===== config.mk =====
export PLATFORM = sky130hd
export DESIGN_NAME = enqueue_splitter_flat
export DESIGN_NICKNAME = d
export VERILOG_FILES = /design/src/rtl/enqueue_splitter_if.sv /design/src/rtl/enqueue_splitter.sv /design/src/flat_wrapper.sv
export SDC_FILE = /design/constraint.sdc
export NUM_CORES = 1
export LEC_CHECK = 0
export CAP_MARGIN = 20
export CELL_PAD_IN_SITES_DETAIL_PLACEMENT = 0
export CELL_PAD_IN_SITES_GLOBAL_PLACEMENT = 1
export CORE_MARGIN = 4
export CORE_UTILIZATION = 37
export CTS_CLUSTER_SIZE = 10
export DETAILED_ROUTE_END_ITERATION = 7
export PLACE_DENSITY = 0.8
export SLEW_MARGIN = 40
export SYNTH_ARGS = -nofsm -noshare
export SYNTH_HDL_FRONTEND = slang
export SYNTH_SLANG_ARGS = --single-unit

===== constraint.sdc =====
create_clock -name clk_i -period 8.3 [get_ports clk_i]
set_input_delay 0.83 -clock clk_i [delete_from_list [all_inputs] [get_ports clk_i]]
set_output_delay 0.83 -clock clk_i [all_outputs]
set_load 0.005 [all_outputs]

===== src/rtl/enqueue_splitter_if.sv =====
// Stream bundle for enqueue_splitter: one wide strobed beat in, BandWidth-sized
// tagged splits out. The slave modport is the splitter's view.
interface enqueue_splitter_if #(
    parameter int DataWidth = 256,
    parameter int BandWidth = 64
);
    localparam int MaxSplits = (DataWidth + BandWidth - 1) / BandWidth;
    localparam int StrbWidth = DataWidth / 8;
    localparam int CntWidth  = $clog2(MaxSplits + 1);
    localparam int BitsWidth = $clog2(DataWidth + 1);

    logic                 valid_i;
    logic                 ready_o;
    logic [DataWidth-1:0] data_i;
    logic [StrbWidth-1:0] strb_i;
    logic                 credits_only_i;
    logic                 valid_o;
    logic                 ready_i;
    logic [BandWidth-1:0] data_o;
    logic                 first_o;
    logic                 last_o;
    logic [CntWidth-1:0]  split_idx_o;
    logic [CntWidth-1:0]  num_splits_o;
    logic [BitsWidth-1:0] remaining_bits_o;

    modport master (
        output valid_i, data_i, strb_i, credits_only_i, ready_i,
        input  ready_o, valid_o, data_o, first_o, last_o,
               split_idx_o, num_splits_o, remaining_bits_o
    );

    modport slave (
        input  valid_i, data_i, strb_i, credits_only_i, ready_i,
        output ready_o, valid_o, data_o, first_o, last_o,
               split_idx_o, num_splits_o, remaining_bits_o
    );
endinterface


===== src/rtl/enqueue_splitter.sv =====
// Registered enqueue stage: buffers one wide beat and replays it as a sequence
// of BandWidth-sized splits, sized from the highest set strobe byte.
module enqueue_splitter #(
    parameter int DataWidth   = 256,
    parameter int BandWidth   = 64,
    parameter bit AllowVarLen = 1'b1
) (
    input logic               clk_i,
    input logic               rst_i,
    enqueue_splitter_if.slave bus
);
    localparam int MaxSplits = (DataWidth + BandWidth - 1) / BandWidth;
    localparam int StrbWidth = DataWidth / 8;
    localparam int CntWidth  = $clog2(MaxSplits + 1);
    localparam int BitsWidth = $clog2(DataWidth + 1);
    localparam int PadWidth  = MaxSplits * BandWidth;

    typedef enum logic {IDLE, SEND} state_e;

    state_e               state_q, state_d;
    logic [CntWidth-1:0]  idx_q, idx_d;
    logic [CntWidth-1:0]  nsplit_q, nsplit_d;
    logic [BitsWidth-1:0] bits_q, bits_d;
    logic [PadWidth-1:0]  data_q, data_d;

    logic [BitsWidth-1:0] calc_bits;
    logic [CntWidth-1:0]  calc_splits;
    logic                 capture;
    logic                 valid;
    logic                 last;
    logic                 out_hs;

    // Later (higher) strobe bits overwrite earlier ones, leaving the highest.
    always_comb begin
        calc_bits = '0;
        for (int k = 0; k < StrbWidth; k++) begin
            if (bus.strb_i[k]) calc_bits = BitsWidth'(8 * (k + 1));
        end
        calc_splits = CntWidth'((int'(calc_bits) + BandWidth - 1) / BandWidth);
        if (calc_bits == '0) calc_splits = CntWidth'(1);
        if (!AllowVarLen) begin
            calc_bits   = BitsWidth'(DataWidth);
            calc_splits = CntWidth'(MaxSplits);
        end
        if (bus.credits_only_i) begin
            calc_bits   = BitsWidth'(1);
            calc_splits = CntWidth'(1);
        end
    end

    assign valid  = (state_q == SEND);
    assign last   = (idx_q == nsplit_q - CntWidth'(1));
    assign out_hs = valid && bus.ready_i;

    // NOTE: every output default is assigned first so no path can infer a latch.
    always_comb begin
        state_d = state_q;
        idx_d   = idx_q;
        capture = 1'b0;
        case (state_q)
            IDLE: begin
                if (bus.valid_i) begin
                    capture = 1'b1;
                    state_d = SEND;
                    idx_d   = '0;
                end
            end
            SEND: begin
                if (out_hs) begin
                    if (!last) begin
                        idx_d = idx_q + CntWidth'(1);
                    end else begin
                        idx_d = '0;
                        if (bus.valid_i) capture = 1'b1;
                        else             state_d = IDLE;
                    end
                end
            end
            default: state_d = IDLE;
        endcase
        data_d   = capture ? PadWidth'(bus.data_i) : data_q;
        nsplit_d = capture ? calc_splits : nsplit_q;
        bits_d   = capture ? calc_bits : bits_q;
    end

    // NOTE: sequential state uses non-blocking assignments so every register
    // samples its pre-edge value regardless of statement order.
    always_ff @(posedge clk_i) begin
        if (rst_i) begin
            state_q  <= IDLE;
            idx_q    <= '0;
            nsplit_q <= '0;
            bits_q   <= '0;
        end else begin
            state_q  <= state_d;
            idx_q    <= idx_d;
            nsplit_q <= nsplit_d;
            bits_q   <= bits_d;
        end
    end

    // NOTE: the payload buffer is left unreset; it is only observed while in SEND.
    always_ff @(posedge clk_i) begin
        data_q <= data_d;
    end

    assign bus.ready_o          = (state_q == IDLE) || (out_hs && last);
    assign bus.valid_o          = valid;
    assign bus.data_o           = data_q[int'(idx_q) * BandWidth +: BandWidth];
    assign bus.first_o          = (idx_q == '0);
    assign bus.last_o           = last;
    assign bus.split_idx_o      = idx_q;
    assign bus.num_splits_o     = nsplit_q;
    assign bus.remaining_bits_o = bits_q;
endmodule


===== src/flat_wrapper.sv =====
// flat-port wrapper written by rule: the top's interface ports become plain ports
module enqueue_splitter_flat 
#(
    parameter int DataWidth   = 256,
    parameter int BandWidth   = 64,
    parameter bit AllowVarLen = 1'b1
)
  (clk_i, rst_i, bus_valid_i, bus_data_i, bus_strb_i, bus_credits_only_i, bus_ready_i, bus_ready_o, bus_valid_o, bus_data_o, bus_first_o, bus_last_o, bus_split_idx_o, bus_num_splits_o, bus_remaining_bits_o);
  enqueue_splitter_if #(.DataWidth(DataWidth), .BandWidth(BandWidth)) bus_i ();
  input logic clk_i;
  input logic rst_i;
  input wire logic [$bits(bus_i.valid_i)-1:0] bus_valid_i;
  input wire logic [$bits(bus_i.data_i)-1:0] bus_data_i;
  input wire logic [$bits(bus_i.strb_i)-1:0] bus_strb_i;
  input wire logic [$bits(bus_i.credits_only_i)-1:0] bus_credits_only_i;
  input wire logic [$bits(bus_i.ready_i)-1:0] bus_ready_i;
  output wire logic [$bits(bus_i.ready_o)-1:0] bus_ready_o;
  output wire logic [$bits(bus_i.valid_o)-1:0] bus_valid_o;
  output wire logic [$bits(bus_i.data_o)-1:0] bus_data_o;
  output wire logic [$bits(bus_i.first_o)-1:0] bus_first_o;
  output wire logic [$bits(bus_i.last_o)-1:0] bus_last_o;
  output wire logic [$bits(bus_i.split_idx_o)-1:0] bus_split_idx_o;
  output wire logic [$bits(bus_i.num_splits_o)-1:0] bus_num_splits_o;
  output wire logic [$bits(bus_i.remaining_bits_o)-1:0] bus_remaining_bits_o;
  assign bus_i.valid_i = bus_valid_i;
  assign bus_i.data_i = bus_data_i;
  assign bus_i.strb_i = bus_strb_i;
  assign bus_i.credits_only_i = bus_credits_only_i;
  assign bus_i.ready_i = bus_ready_i;
  assign bus_ready_o = bus_i.ready_o;
  assign bus_valid_o = bus_i.valid_o;
  assign bus_data_o = bus_i.data_o;
  assign bus_first_o = bus_i.first_o;
  assign bus_last_o = bus_i.last_o;
  assign bus_split_idx_o = bus_i.split_idx_o;
  assign bus_num_splits_o = bus_i.num_splits_o;
  assign bus_remaining_bits_o = bus_i.remaining_bits_o;
  enqueue_splitter #(.DataWidth(DataWidth), .BandWidth(BandWidth), .AllowVarLen(AllowVarLen)) u_core (.clk_i(clk_i), .rst_i(rst_i), .bus(bus_i));
endmodule

## After elaboration in Yosys (flattened, before gate mapping)

Cells that the tools add are included.

- Register bits: 272
- Input bits: 293
- Output and inout port bits: 83
- Logic and storage cells: 69

- $add $sub $neg: 5
- Eq/ne operators: 3
- Shift operators: 1
- Multiplexer cells: 46
- Bitwise operators: 2
- Reductions and logical operators: 7

Operators by type and width:

| kind | number |
|---|---|
| $mux W9 | 32 |
| $shiftx A256 B10 Y64 | 1 |
| $mux W3 | 5 |
| $sub A10 B1 Y11 const B | 1 |
| $add A9 B7 Y10 const B | 1 |
| $logic_not A9 Y1 | 1 |
| $pmux W3 S2 | 1 |
| $reduce_or A6 Y1 | 1 |
| $mux W1 | 5 |
| $mux W4 | 1 |
| $ne A2 B2 Y1 const B | 2 |
| $pmux W1 S2 | 2 |
| $add A3 B1 Y3 | 1 |
| $add A3 B1 Y3 const B | 1 |
| $eq A3 B3 Y1 | 1 |
| $logic_not A3 Y1 | 1 |
| $sub A3 B1 Y3 const B | 1 |
| $logic_and A1 B1 Y1 | 2 |
| $reduce_and A2 Y1 | 1 |
| $and A1 B1 Y1 | 1 |
| $logic_or A1 B1 Y1 | 1 |
| $not A1 Y1 | 1 |

## Logic depth before layout (Yosys ltp)

- Word-level depth: 39
- Mapped depth: 10

## Least setup slack after synthesis

Ideal clock, no wire load.

- Path kind: input port to flip-flop
- From: input port bus_ready_i
- To: register u_core.data_q[0] (enable)
- Library setup time: 0.607 ns
- Data arrival time: 6.492 ns
- Required time: 7.693 ns
- Slack: 1.201 ns
- Cell stages on the path: 4
- Path buffers: 0
- Cells stage by stage: inv_1 o41ai_2 nand2_2 inv_1

- Word-level cells in the longest chain between the ends: 3

Ends and longest elaborated chain:

| what | line | text |
|---|---|---|
| start, declared | flat_wrapper.sv:16 | `input wire logic [$bits(bus_i.ready_i)-1:0] bus_ready_i;` |
| $logic_and A1 B1 Y1 | enqueue_splitter.sv:53 | `assign out_hs = valid && bus.ready_i;` |
| $mux W1 | enqueue_splitter.sv:69 | `if (out_hs) begin` |
| $pmux W1 S2 | enqueue_splitter.sv:60 | `case (state_q)` |
| net u_core.capture | enqueue_splitter.sv:28 | `logic capture;` |
| end signal, assigned | enqueue_splitter.sv:104 | `data_q <= data_d;` |
| end, declared | enqueue_splitter.sv:24 | `logic [PadWidth-1:0] data_q, data_d;` |

The timed path passes the listed nets, and every way through them passes these cells.
A chain may end at the register's enable or synchronous reset.

## Final worst setup path

- From: register u_core.idx_q[0], in the netlist u_core.bus.split_idx_o[0]
- To: output port bus_data_o[13]

- Word-level cells in the longest chain between the ends: 1

Ends and longest elaborated chain:

| what | line | text |
|---|---|---|
| start, declared | enqueue_splitter.sv:21 | `logic [CntWidth-1:0] idx_q, idx_d;` |
| start signal, assigned | enqueue_splitter.sv:96 | `idx_q <= idx_d;` |
| $shiftx A256 B10 Y64 | enqueue_splitter.sv:109 | `assign bus.data_o = data_q[int'(idx_q) * BandWidth +: BandWidth];` |
| end, declared | flat_wrapper.sv:19 | `output wire logic [$bits(bus_i.data_o)-1:0] bus_data_o;` |

Every way passes these cells.

==> reports/results.tsv <==
stage	metric	value	unit
global_route	first-pass GRT wire length	41500	microns
global_route	pin count of the biggest net entering global routing	153	
sta	final hold violations	0	
route	First DRT Iteration DRCs	400	
synthesis	Synth area leader	edfxtp_1	
hold_path	Hold/Removal Path Class	reg -> reg	
floorplanning	total core area	28860	sq um
global_route	Remaining Overflow, GRT	0	
synthesis	Ys Warns	0	
route	Routed wire per std cell	20.39	microns
placed_design	PortBufs	373	
sta	final worst-path cycle share	48.18	%
pwr	Worst IR Drop VDD	0.1601	mV
global_route	initial antenna violation count	6	
route	drt pass-1 iters	4	
hold_path	Hold Crit Start	u_core.bus.remaining_bits_o[0]	
pwr	P_leak	5.321	nW
pwr	Internal	2.578	mW
clocking	Worst-path clk slew	0.05	ns
pwr	Comb power frac	11.1	%
pwr	Clock Power Share	39.2	%
synthesis	Post-synth EDFFs	256	
pwr	P_sw	664.1	uW
setup_path	cells on worst reg2reg path	5	
pwr	Net Sw Frac	20.48	%
synthesis	Post-synth top flop	edfxtp_1	
sta	unrepaired setup endpoints after global routing	no	
clocking	H-tree levels	2	
sta	clk_skew	0.02494	ns
clocking	clock sinks	270	
sta	final max-slew violation count	0	
cells_and_area	Fill cells	2293	
clocking	CTS Buf Count	34	
cells_and_area	fin nets	1266	
clocking	Post-CTS Setup Inserts	0	
route	final wirelength	27910	microns
floorplanning	Die ar.	32270	sq um
synthesis	Yosys cell types	50	
setup_path	slowest library cell on the worst path	dfxtp_4	
global_route	Total GRT Usage	16.59	%
pwr	Sequential Power Share	49.7	%
clocking	Gates resized, CTS repair	0	
hold_path	hold path depth	2	
setup_path	worst path arrival time	3.17	ns
cells_and_area	Syn-to-layout area delta	47.13	%
route	vias post-DR	6659	
setup_path	reg2reg start	u_core.bus.split_idx_o[0]	
setup_path	Setup crit start kind	flip-flop	
floorplanning	# rows	62	
placed_design	dpl cells	1317	
setup_path	CP Cell Sequence	buf_4 -> buf_12 -> mux4_2 -> nor2b_1 -> clkdlybuf4s50_1	
synthesis	Mapped Area	10900	sq um
route	antenna-violating nets left	0	
global_route	vias in the first global route	7074	
floorplanning	Die Ht	179.6	microns
setup_path	Reg-to-Reg End	u_core.data_q[135]	
cells_and_area	fin cells	1369	
placed_design	final RePlAce weighted congestion	0.8747	
synthesis	top cells by area, synth	edfxtp_1, mux4_2, nor2b_1, dfxtp_1, nor2_1	
setup_path	Crit Path Class	reg -> out	
sta	Setup TNS	0	ns
placed_design	HPWL after detailed placement	19950	microns
clocking	Max Buffers Root-to-Sink	3	
setup_path	critical path capture point type	output port	
cells_and_area	final core utilization	55.58	%
clocking	Worst-Skew Late Latency	0.51	ns
floorplanning	IO Pins	376	
clocking	clk root buf	clkbuf_16	
route	Vias/cell	4.864	
synthesis	Seq cells post-synth	270	
clocking	CTS tree	done	
pwr	Power Density	202.2	nW/um^2
cells_and_area	layout cells sized above 1	12.53	%
sta	fin crit period	3.999	ns
floorplanning	Die W	179.6	microns
setup_path	crit-path max FO	34	
synthesis	sequential share of the synthesized area	73.09	%
sta	final setup violation count	0	
setup_path	CP required	7.47	ns
setup_path	Reg2Reg Setup Slack	4.74	ns
sta	Rel. slew slack	43.29	%
route	drt drc	0	
run_status	outcome	complete, no violations	
synthesis	Async SR Flop Fraction	0	%
hold_path	Worst Hold Endpoint	u_core.bus.remaining_bits_o[0]	
synthesis	Mapped Cells	583	
run	max_cap viols	0	
sta	Worst Max-Slew Pin Slew	0.8506	ns
synthesis	Synth Area per Inst	18.70	sq um
setup_path	Crit path largest cell delay	0.78	ns
sta	fmax	250.1	MHz
synthesis	Synth top area share	70.52	%
floorplanning	Initial Util	37.77	%
clocking	CTS Hold Bufs	0	
[placed cells by master (no fill, tap or decap), types with 3 or more instances in the layout]
master / synthesis / routed
nor2b_1: 68 / 68
clkbuf_16: 0 / 34
nor4_1: 9 / 9
o21ai_0: 3 / 3
inv_1: 14 / 13
or4_1: 4 / 4
or3_1: 4 / 4
clkdlybuf4s50_1: 0 / 373
nand2b_1: 5 / 5
diode_2: 0 / 3
o41ai_1: 3 / 3
nand2_1: 9 / 9
dfxtp_1: 14 / 11
ha_1: 3 / 3
o21bai_1: 4 / 4
clkbuf_1: 14 / 7
nand3_1: 3 / 3
mux4_2: 64 / 64
nor3_1: 10 / 10
nor2_1: 25 / 25
edfxtp_1: 256 / 256
a21oi_1: 18 / 18
xnor2_1: 5 / 5
clkinv_2: 0 / 3
a211oi_1: 4 / 4
[cell type report]
type                            instances  area [sq um]  area share, %
Sequential cell                       270          7976          49.73
Timing Repair Buffer                  378          3800          23.69
Multi-Input combinational cell        272          2763          17.23
Clock buffer                           42         890.9          5.555
Tap cell                              384         480.5          2.996
Inverter                               14         65.06         0.4057
Clock inverter                          6         55.05         0.3433
Antenna cell                            3         7.507        0.04681
[synth_stat cells (3+ instances only)]
library cell	n
a21oi_1	18
nor4_1	9
o21bai_1	4
or4_1	4
buf_2	7
inv_1	14
buf_1	5
edfxtp_1	256
dfxtp_1	14
mux4_2	64
clkbuf_1	14
ha_1	3
nand3_1	3
xnor2_1	5
a211oi_1	4
or3_1	4
o21ai_0	3
nand2_1	9
nor2_1	25
o41ai_1	3
nor2b_1	68
nor3_1	10
nand2b_1	5
[state kept, by name (all words and copies together), names as in the netlist]
register,count
u_core.bus.num_splits_o,3
u_core.bus.remaining_bits_o,7
u_core.bus.valid_o,1
u_core.bus.split_idx_o,3
u_core.data_q,256
[power by group through the flow]
stage	combinational [mW]	clock (mW)	sequential (mW)
floorplan	0.130	0	1.64
global placement	0.359	0	1.64
detailed placement	0.362	0	1.64
CTS	0.364	1.31	1.61
global route	0.385	1.38	1.62
finish	0.360	1.27	1.61
[layer usage]
metal | GRT usage (%) | wire length, microns | vias to the layer above
met5 | 0 | 41 | -
met4 | 5.517 | 675 | 6
met3 | 7.013 | 3100 | 52
met2 | 27.67 | 13710 | 311
met1 | 19.50 | 10380 | 3185
li1 | - | - | 3105
[logic make-up (layout without fill, tap and decap cells)]
family                   after synthesis  count (layout)  synth area share, %
multiplexers                          64              64                13.22
other                                  1               5              0.03440
adder cells (fa/ha/maj)                3               3               0.3444
buffers and inverters                 42             440                1.595
XOR/XNOR                               5               5               0.4017
AO/OA/AOI/OAI                         50              50                3.398
flip-flops                           270             270                73.09
AND/OR/NAND/NOR                      148             148                7.909
[worst max-delay path by stage]
stage                                   start           endpoint  slack [ns]  cells after the start
floorplan                         bus_ready_i   u_core.data_q[0]        1.20                      4
global placement                  bus_ready_i  u_core.data_q[75]        4.31                      6
detailed placement                bus_ready_i   u_core.data_q[9]        4.40                      6
CTS                 u_core.bus.split_idx_o[0]     bus_data_o[36]        4.02                      4
global route        u_core.bus.split_idx_o[0]     bus_data_o[13]        4.03                      5
finish              u_core.bus.split_idx_o[0]     bus_data_o[13]        4.30                      5
[stage by stage]
step	setup WS (ns)	area [sq um]	power, mW	hold WS [ns]
floorplan	1.201	10900	1.772	0.4527
global placement	4.308	15060	1.996	0.4473
detailed placement	4.401	15060	2.002	0.4579
CTS	4.018	16010	3.291	0.4658
global route	4.035	16040	3.383	0.5096
finish	4.301	16040	3.242	0.4621
[critical path: cells and delay by family, from the launching register on]
kind	cells	cell delay, ns
mux	1	0.54
buf+inv	3	1.14
simple gates	1	0.15
flops	1	0.78
(Power assumes the default switching activity.)
